==> src/rtl/traffic_pkg.sv <==
// Shared definitions for the traffic sender: FSM encoding and LFSR constants.
package traffic_pkg;

  localparam int LFSR_W = 16;
  // Galois taps for x^16 + x^14 + x^13 + x^11 + 1 (right-shifting form).
  localparam logic [LFSR_W-1:0] LFSR_POLY = 16'hB400;

  typedef enum logic [1:0] {
    IDLE = 2'd0,
    SEND = 2'd1,
    GAP  = 2'd2
  } state_t;

  // Mirror a 16-bit word end for end; gives the data LFSR a seed distinct from the gap LFSR.
  function automatic logic [LFSR_W-1:0] bit_rev16(input logic [LFSR_W-1:0] v);
    logic [LFSR_W-1:0] r;
    for (int i = 0; i < LFSR_W; i++) begin
      r[i] = v[LFSR_W-1-i];
    end
    return r;
  endfunction

endpackage

==> src/rtl/traffic_sender_if.sv <==
// Payload stream interface between the traffic sender and its receiver.
//
// Handshake: a beat transfers on a rising clk edge where valid=1 and ready=1.
// Once valid is raised, valid and data hold stable until that transfer
// completes; ready may toggle freely and has no combinational path to valid.
interface traffic_sender_if #(
  parameter int DATA_W = 4
);
  logic              valid;
  logic [DATA_W-1:0] data;
  logic              ready;

  modport master (output valid, output data, input ready);
  modport slave  (input valid, input data, output ready);
endinterface

==> src/rtl/lfsr16.sv <==
// 16-bit Galois LFSR that advances one step only when step=1; exposes its low OUT_W bits.
module lfsr16
  import traffic_pkg::*;
#(
  parameter logic [LFSR_W-1:0] SEED  = 16'hACE1,
  parameter int                OUT_W = 16
) (
  input  logic             clk,
  input  logic             rst,
  input  logic             step,
  output logic [OUT_W-1:0] low
);

  // An all-zero state would lock up, so a zero seed is replaced by 1.
  localparam logic [LFSR_W-1:0] SEED_NZ = (SEED == '0) ? 16'h0001 : SEED;

  logic [LFSR_W-1:0] state;

  // Reseed on reset, otherwise shift right and fold in the taps when bit 0 leaves.
  always_ff @(posedge clk or negedge rst) begin
    if (!rst) begin
      state <= SEED_NZ;
    end else if (step) begin
      state <= {1'b0, state[LFSR_W-1:1]} ^ (state[0] ? LFSR_POLY : '0);
    end
  end

  assign low = state[OUT_W-1:0];

endmodule

==> src/rtl/traffic_sender.sv <==
// Traffic generator: offers payloads on a valid/ready stream with programmable
// (fixed or pseudo-random) idle gaps between transfers.
module traffic_sender
  import traffic_pkg::*;
#(
  parameter int          DATA_W = 4,
  parameter int          GAP_W  = 8,
  parameter int          CNT_W  = 16,
  parameter logic [15:0] SEED   = 16'hACE1
) (
  input  logic                 clk,
  input  logic                 rst,
  input  logic                 enable,
  input  logic                 mode,
  input  logic [GAP_W-1:0]     gap_from,
  input  logic [GAP_W-1:0]     gap_to,
  traffic_sender_if.master     bus,
  output logic [CNT_W-1:0]     sent,
  output logic                 busy,
  output state_t               state
);

  localparam logic [LFSR_W-1:0] DATA_SEED = bit_rev16(SEED);
  localparam logic [GAP_W:0]    ONE_G     = 1;

  state_t             state_q, state_d;
  logic [GAP_W-1:0]   gap_cnt;
  logic [GAP_W-1:0]   gap_len;
  logic [GAP_W-1:0]   gap_rand;
  logic [GAP_W:0]     span;
  logic [GAP_W:0]     rem;
  logic [DATA_W-1:0]  data_q;
  logic [DATA_W-1:0]  inc_q;
  logic [DATA_W-1:0]  data_rand;
  logic [CNT_W-1:0]   sent_q;
  logic               xfer;

  assign xfer = (state_q == SEND) && bus.ready;

  lfsr16 #(.SEED(SEED), .OUT_W(GAP_W)) u_gap_lfsr (
    .clk  (clk),
    .rst  (rst),
    .step (xfer),
    .low  (gap_rand)
  );

  lfsr16 #(.SEED(DATA_SEED), .OUT_W(DATA_W)) u_data_lfsr (
    .clk  (clk),
    .rst  (rst),
    .step (xfer),
    .low  (data_rand)
  );

  // Gap length for the current cycle: fixed gap_from, or gap_from plus a random offset
  // within [0, gap_to-gap_from]; span is one bit wider so a full-range window cannot overflow.
  always_comb begin
    span    = {1'b0, gap_to} - {1'b0, gap_from} + ONE_G;
    rem     = '0;
    gap_len = gap_from;
    if (gap_to > gap_from) begin
      rem     = {1'b0, gap_rand} % span;
      gap_len = gap_from + GAP_W'(rem);
    end
  end

  // State register.
  always_ff @(posedge clk or negedge rst) begin
    if (!rst) begin
      state_q <= IDLE;
    end else begin
      state_q <= state_d;
    end
  end

  // Next-state logic: SEND is only left on a completed transfer so valid never drops early.
  always_comb begin
    state_d = state_q;
    case (state_q)
      IDLE: begin
        if (enable) state_d = SEND;
      end
      SEND: begin
        if (xfer) begin
          if (!enable) state_d = IDLE;
          else if (gap_len != '0) state_d = GAP;
        end
      end
      GAP: begin
        if (!enable) state_d = IDLE;
        else if (gap_cnt <= GAP_W'(1)) state_d = SEND;
      end
      default: state_d = IDLE;
    endcase
  end

  // Outputs decoded from the state register.
  always_comb begin
    bus.valid = (state_q == SEND);
    busy      = (state_q != IDLE);
    state     = state_q;
  end

  // Datapath: payload and transfer count move only on a transfer; the gap counter
  // is loaded with the gap length and counts the idle cycles down.
  // The incrementing value only advances when it is the payload chosen, so a
  // stretch of random payloads resumes the count where it left off.
  always_ff @(posedge clk or negedge rst) begin
    if (!rst) begin
      gap_cnt <= '0;
      data_q  <= '0;
      inc_q   <= '0;
      sent_q  <= '0;
    end else begin
      if (xfer) begin
        sent_q <= sent_q + CNT_W'(1);
        if (mode) begin
          data_q <= data_rand;
        end else begin
          data_q <= inc_q + DATA_W'(1);
          inc_q  <= inc_q + DATA_W'(1);
        end
      end
      if (xfer && enable) begin
        gap_cnt <= gap_len;
      end else if (state_q == GAP) begin
        gap_cnt <= (enable && gap_cnt != '0) ? gap_cnt - GAP_W'(1) : '0;
      end
    end
  end

  assign bus.data = data_q;
  assign sent     = sent_q;

endmodule
==> src/flat_wrapper.sv <==
// flat-port wrapper written by rule: the top's interface ports become plain ports
module traffic_sender_flat import traffic_pkg::*;
#(
  parameter int          DATA_W = 4,
  parameter int          GAP_W  = 8,
  parameter int          CNT_W  = 16,
  parameter logic [15:0] SEED   = 16'hACE1
)
  (clk, rst, enable, mode, gap_from, gap_to, sent, busy, state, bus_valid, bus_data, bus_ready);
  traffic_sender_if #(.DATA_W(DATA_W)) bus_i ();
  input  logic clk;
  input  logic rst;
  input  logic enable;
  input  logic mode;
  input  logic [GAP_W-1:0] gap_from;
  input  logic [GAP_W-1:0] gap_to;
  output logic [CNT_W-1:0] sent;
  output logic busy;
  output state_t state;
  output wire logic [$bits(bus_i.valid)-1:0] bus_valid;
  output wire logic [$bits(bus_i.data)-1:0] bus_data;
  input wire logic [$bits(bus_i.ready)-1:0] bus_ready;
  assign bus_valid = bus_i.valid;
  assign bus_data = bus_i.data;
  assign bus_i.ready = bus_ready;
  traffic_sender #(.DATA_W(DATA_W), .GAP_W(GAP_W), .CNT_W(CNT_W), .SEED(SEED)) u_core (.clk(clk), .rst(rst), .enable(enable), .mode(mode), .gap_from(gap_from), .gap_to(gap_to), .bus(bus_i), .sent(sent), .busy(busy), .state(state));
endmodule
==> config.mk <==
export PLATFORM = sky130hd
export DESIGN_NAME = traffic_sender_flat
export DESIGN_NICKNAME = d
export VERILOG_FILES = /design/src/rtl/traffic_pkg.sv /design/src/rtl/traffic_sender_if.sv /design/src/rtl/lfsr16.sv /design/src/rtl/traffic_sender.sv /design/src/flat_wrapper.sv
export SDC_FILE = /design/constraint.sdc
export NUM_CORES = 1
export LEC_CHECK = 0
export CORE_MARGIN = 1.5
export CORE_UTILIZATION = 60
export DETAILED_ROUTE_END_ITERATION = 6
export GPL_TIMING_DRIVEN = 0
export MAX_ROUTING_LAYER = met4
export PLACE_DENSITY = 0.83
export SYNTH_ARGS = -nofsm -noshare
export SYNTH_HDL_FRONTEND = slang
export SYNTH_SLANG_ARGS = --single-unit
==> constraint.sdc <==
create_clock -name clk -period 28.7 [get_ports clk]
set_input_delay 2.87 -clock clk [delete_from_list [all_inputs] [get_ports clk]]
set_output_delay 2.87 -clock clk [all_outputs]
set_load 0.03 [all_outputs]
* Word level (Yosys, flattened, before mapping) *
Cells that the tools add are included.
Widths: inputs -> output; s select.

word-level totals
  output and inout port bits = 24
  flip-flop bits (word level) = 66
  input port bits = 21
  word-level logic and storage cells = 49

cells by class
  $add $sub $neg = 6
  bitwise operators = 3
  muxes and demuxes = 14
  reductions and logical operators = 10
  equality and inequality tests = 6
  $lt $le $gt $ge = 2
  div/mod/pow operators = 1

operators with widths
  kind                   number
  $mux 16                2
  $mux 8                 4
  $xor 15x16->16         2
  $add 16x1->16 const B  1
  $reduce_bool 8->1      2
  $mux 2                 6
  $add 9x1->9 const B    1
  $mod 8x9->9            1
  $sub 8x8->9            1
  $add 8x8->8            1
  $gt 8x8->1             1
  $le 8x1->1 const B     1
  $sub 8x1->8 const B    1
  $ne 3x2->1 const B     2
  $pmux 2 s3             1
  $add 4x1->4 const B    1
  $mux 4                 1
  $reduce_and 4->1       1
  $reduce_bool 2->1      2
  $logic_and 1x1->1      3
  $eq 2x1->1 const B     1
  $eq 2x2->1 const B     1
  $logic_not 2->1        1
  $ne 2x1->1 const B     1
  other kinds (3)        3

* Longest topological paths before layout *
  depth in word-level cells = 10
  mapped depth = 79
  depth with buffers taken out = 75

* By module *
From an unflattened synthesis, not the netlist that was laid out.

unflattened totals
  cells, all modules = 730
  area total of the unflattened synthesis = 6498.7 um^2

by module, submodules not included
  module                        instances  seq. area each (um^2)  cells each  area each (um^2)
  traffic_sender                1          850.8                  638         5097.4
  lfsr16 at u_core.u_gap_lfsr   1          410.4                  48          715.7
  lfsr16 at u_core.u_data_lfsr  1          410.4                  44          685.7

* Worst setup path before layout *
OpenSTA, ideal clock, no wires.

  path type = input to register
  from = in gap_from[1]
  to = reg u_core.state_q[0] (netlist: u_core.state[0])
  stages = 73
  arrival = 16.974 ns
  setup time = 0.138 ns
  data required time = 28.562 ns
  path slack = 11.588 ns
  path buffers = 4
  path through = inv_1 > ha_1 > inv_1 > ha_1 > fa_1 > nor2b_1 > o2111a_1 > a311oi_4 > and3_1 > buf_4 > nand3_2 > nor2_1 > mux2i_1 > ha_1 > nor4b_1 > o21ai_0 > nand3_1 > o21ai_0 > [37 not listed] > ha_1 > nor2b_1 > o31a_1 > o22ai_1 > o21bai_1 > clkbuf_1 > mux2_2 > ha_1 > a21o_1 > a21oi_1 > o21bai_1 > a21oi_1 > o21bai_1 > a21oi_1 > nand2_1 > mux2_2 > xnor2_1 > o221ai_1

on the way
  cells in the longest elaborated chain, start to end = 8

RTL lines
  item                                   RTL line              source
  start, declared                        flat_wrapper.sv:15    input logic [GAP_W-1:0] gap_from;
  $sub 8x8->9                            traffic_sender.sv:57  span = {1'b0, gap_to} - {1'b0, gap_from} + ONE_G;
  $add 9x1->9                            traffic_sender.sv:57
  $mod 8x9->9                            traffic_sender.sv:61  rem = {1'b0, gap_rand} % span;
  $add 8x8->8                            traffic_sender.sv:62  gap_len = gap_from + GAP_W'(rem);
  $mux 8 (*)                             traffic_sender.sv:60  if (gap_to > gap_from) begin
  $reduce_bool 8->1 (*)                  traffic_sender.sv:85  else if (gap_len != '0) state_d = GAP;
  $ne 3x2->1 (no source line) (*)        -
  $reduce_and 4->1 (no source line) (*)  -
  end signal, assigned                   traffic_sender.sv:71  state_q <= state_d;
  end, declared                          traffic_sender.sv:26  state_t state_q, state_d;

Mark *: on every way between the ends. The rest lies on a longest branch, timed or not.
A chain may end at the register's enable or synchronous reset.

* Worst setup path in the final report *
Same ends and word-level chain as after synthesis.

==> impl_metrics.json <==
{
  "p_leak_nw": 3.31,
  "status": "finished, final reports clean",
  "synth_edf_count": 0,
  "crit_family": "compound AO/OA/AOI/OAI gates",
  "async_flop_share_pct": 100,
  "powerDensity_nw_per_um2": 102,
  "r2r_slack_ns": 13.00,
  "post-route-min-period_ns": 20.09,
  "gp_congestion": 0.933,
  "final_max_slew_viol_count": 0,
  "fp.dieH_um": 105,
  "crit_required_ns": 28.91,
  "cts_setup_buffers": 0,
  "synth_nets": 852,
  "grt.met1_usage_pct": 37.7,
  "hold_class": "flip-flop to flip-flop",
  "die_w_um": 105,
  "met3_usage_pct": 4.02,
  "drt.antenna.violating_nets": 0,
  "die_area_um2": 11100,
  "drive_gt1_share_pct": 8.65,
  "io_buffers": 43,
  "cts_resized": 0,
  "synth-seq-area-share_pct": 26.6,
  "synth_area_um2": 6290,
  "clock_latency_ns": 0.35,
  "worstPathArrival_ns": 20.31,
  "finalWorstSetupSlack_ns": 8.61,
  "synth-simple-area-share_pct": 21.0,
  "crit_path_frequent_cell": "ha_1",
  "rsz0062_at_grt": "false",
  "avgSynthCellArea_um2": 8.38,
  "vias_per_cell": 6.01,
  "synth_adder_area_share_pct": 16.8,
  "clock-sinks": 66,
  "synth_warnings": 0,
  "critPathMaxFanout": 10,
  "worstSetupEndpointType": "flip-flop",
  "path_clk_slew_ns": 0.08,
  "yosysUniqueCellTypes": 69,
  "final_cell_mix": "nand2_1 (115), ha_1 (75), dfrtp_1 (50)",
  "wl_per_cell_um": 16.8,
  "muxShareOfSynthArea_pct": 5.21,
  "critPathLaunchType": "input pin",
  "finalPower_mw": 0.723,
  "core_um2": 10200,
  "finClkSkew_ns": 0.0130,
  "placed_cell_area_um2": 6890,
  "setup_violations": 0,
  "busiest_layer": "met2",
  "dr.pass1.iters": 5,
  "drv_cap": 0,
  "fp-row-count": 37,
  "wl_um": 15900,
  "overflow": 0,
  "synth_compound_area_share_pct": 18.0,
  "final_area_um2": 7120,
  "max_freq_mhz": 49.8,
  "tns_ns": 0,
  "htree_num_levels": 3,
  "synth_xor_area_share_pct": 8.08,
  "area_growth_pct": 13.2,
  "hpwl_um": 12000,
  "grt_max_degree": 67,
  "initial_core_util_pct": 61.5,
  "max-slew-margin-rel_pct": 40.6,
  "n_antenna_cell": 0,
  "final_core_util_pct": 69.6,
  "cts-root-buf": "clkbuf_8",
  "groute.usage.overall_pct": 30.3,
  "ys.flop_type": "dfrtp_1",
  "syn_inst": 750,
  "first_global_vias": 5640,
  "path_buf_inv": 10,
  "post-route-drc-count": 0,
  "ys_ff_latch": 66,
  "final_common_cell": "nand2_1",
  "cp_slowest_cell": "clkdlybuf4s50_1",
  "crit_path_max_incr_delay_ns": 0.61,
  "antenna_found_initial": 0,
  "drt_iter0_drc": 325,
  "synth_top_family_by_area": "simple AND/OR/NAND/NOR gates",
  "io_pins": 45,
  "grt_first_pass_wirelength_um": 26500,
  "numCtsBuffers": 9,
  "fin_nets": 906,
  "post-place-ws_ns": 8.48,
  "gr-usage-met2_pct": 50.1,
  "crit_type": "input pin to flip-flop",
  "period_share_pct": 70.0,
  "vdd_drop_max_mv": 0.0637,
  "vias": 5683,
  "clock_tree.buffer_depth": 2,
  "max_slew.worst_pin.slew_ns": 0.888,
  "hold_viol_final": 0,
  "cts_tree": "built",
  "ctsHoldBuffers": 0
}
-- stage by stage --
step,instances,hold slack (ns)
6_report,945,0.457
5_1_grt,945,0.477
4_1_cts,945,0.459
3_5_place_dp,929,0.449
3_3_place_gp,929,0.446
2_1_floorplan,750,0.435
-- state kept, by name (all words and copies together) (netlist names) --
register and cells:
u_core.u_data_lfsr.state 16, u_core.u_gap_lfsr.state 16, u_core.bus.data 4, u_core.state 2, u_core.inc_q 4, u_core.sent 16, u_core.gap_cnt 8
-- worst register-to-register path: cells and delay by family (launching register included) --
| kind | cells | cell delay (ns) |
|---|---|---|
| AOI/OAI and AO/OA | 29 | 6.35 |
| xor gates and xnor gates | 1 | 0.31 |
| adders and majority gates | 9 | 2.73 |
| buffers and inverters | 6 | 1.50 |
| DFF | 1 | 0.61 |
| muxes | 5 | 1.47 |
| and+or+nand+nor | 17 | 2.59 |
-- kinds of logic after synthesis --
kind of cell	Yosys count
other	1
adder cells (fa/ha/maj)	81
flip-flops	66
AO/OA/AOI/OAI	170
buffers and inverters	69
AND/OR/NAND/NOR	276
multiplexers	29
XOR/XNOR	58
-- cells in the mapped netlist (3+ instances only) --
library cell / number / area [um2]
xnor2_1: 39 / 342
o31ai_1: 4 / 30.0
nor3_1: 16 / 80.1
o21bai_1: 6 / 45.0
o211ai_1: 9 / 67.6
ha_1: 75 / 938
a31oi_1: 4 / 25.0
and3_1: 5 / 31.3
inv_1: 44 / 165
xor2_1: 19 / 166
fa_1: 6 / 120
clkbuf_1: 23 / 86.3
mux2_4: 3 / 45.0
mux2_2: 18 / 203
nand3b_1: 3 / 22.5
nand3_1: 15 / 75.1
o221ai_1: 3 / 26.3
nor3b_1: 3 / 22.5
a21oi_1: 42 / 210
a22o_1: 3 / 26.3
o31a_1: 3 / 26.3
a21o_1: 12 / 90.1
nor2b_1: 8 / 50.1
dfstp_2: 16 / 420
mux2i_1: 8 / 80.1
and2_1: 6 / 37.5
or4_1: 3 / 22.5
o21ai_0: 45 / 225
nand2_1: 115 / 432
dfrtp_1: 50 / 1250
nand2b_1: 7 / 43.8
nor2_1: 49 / 184
nor4b_1: 3 / 26.3
a211oi_1: 5 / 37.5
nand4_1: 17 / 106
or3_1: 9 / 56.3
or2_2: 5 / 31.3
o21a_1: 12 / 90.1
-- layer usage --
layer,vias up,wire (um)
li1,2766,-
met1,2708,6930
met2,172,7840
met3,37,633
met4,0,463
met5,-,0
-- final timing paths --
| path | start | endpoint | cells after the start |
|---|---|---|---|
| worst max-delay path | gap_from[1] | u_core.state[0]$_DFFE_PN0P_ | 76 |
| worst min-delay path | u_core.u_data_lfsr.state[10]$_DFFE_PN1P_ | u_core.u_data_lfsr.state[9]$_DFFE_PN1P_ | 2 |
| worst max register to register | u_core.u_gap_lfsr.state[7]$_DFFE_PN1P_ | u_core.state[0]$_DFFE_PN0P_ | 67 |
| worst min register to register | u_core.u_data_lfsr.state[10]$_DFFE_PN1P_ | u_core.u_data_lfsr.state[9]$_DFFE_PN1P_ | 2 |
| max in group asynchronous | rst | u_core.gap_cnt[2]$_DFFE_PN0P_ | 1 |
| min in group asynchronous | rst | u_core.bus.data[2]$_DFFE_PN0P_ | 1 |
-- report_power, final --
group,total (mW),internal [mW],switching (mW),leakage [nW]
clock,0.0928,0.0524,0.0404,0.118
combinational,0.486,0.209,0.277,2.37
sequential,0.144,0.120,0.0238,0.822
-- area by class of cell --
class / instances / area, um2
Multi-Input combinational cell: 615 / 4350
Clock inverter: 6 / 95.1
Inverter: 45 / 169
Buffer: 24 / 93.8
Fill cell: 781 / 3110
Sequential cell: 66 / 1670
Timing Repair Buffer: 43 / 428
Clock buffer: 10 / 138
Tap cell: 136 / 170
No activity file was read; power rests on OpenSTA's default activity.
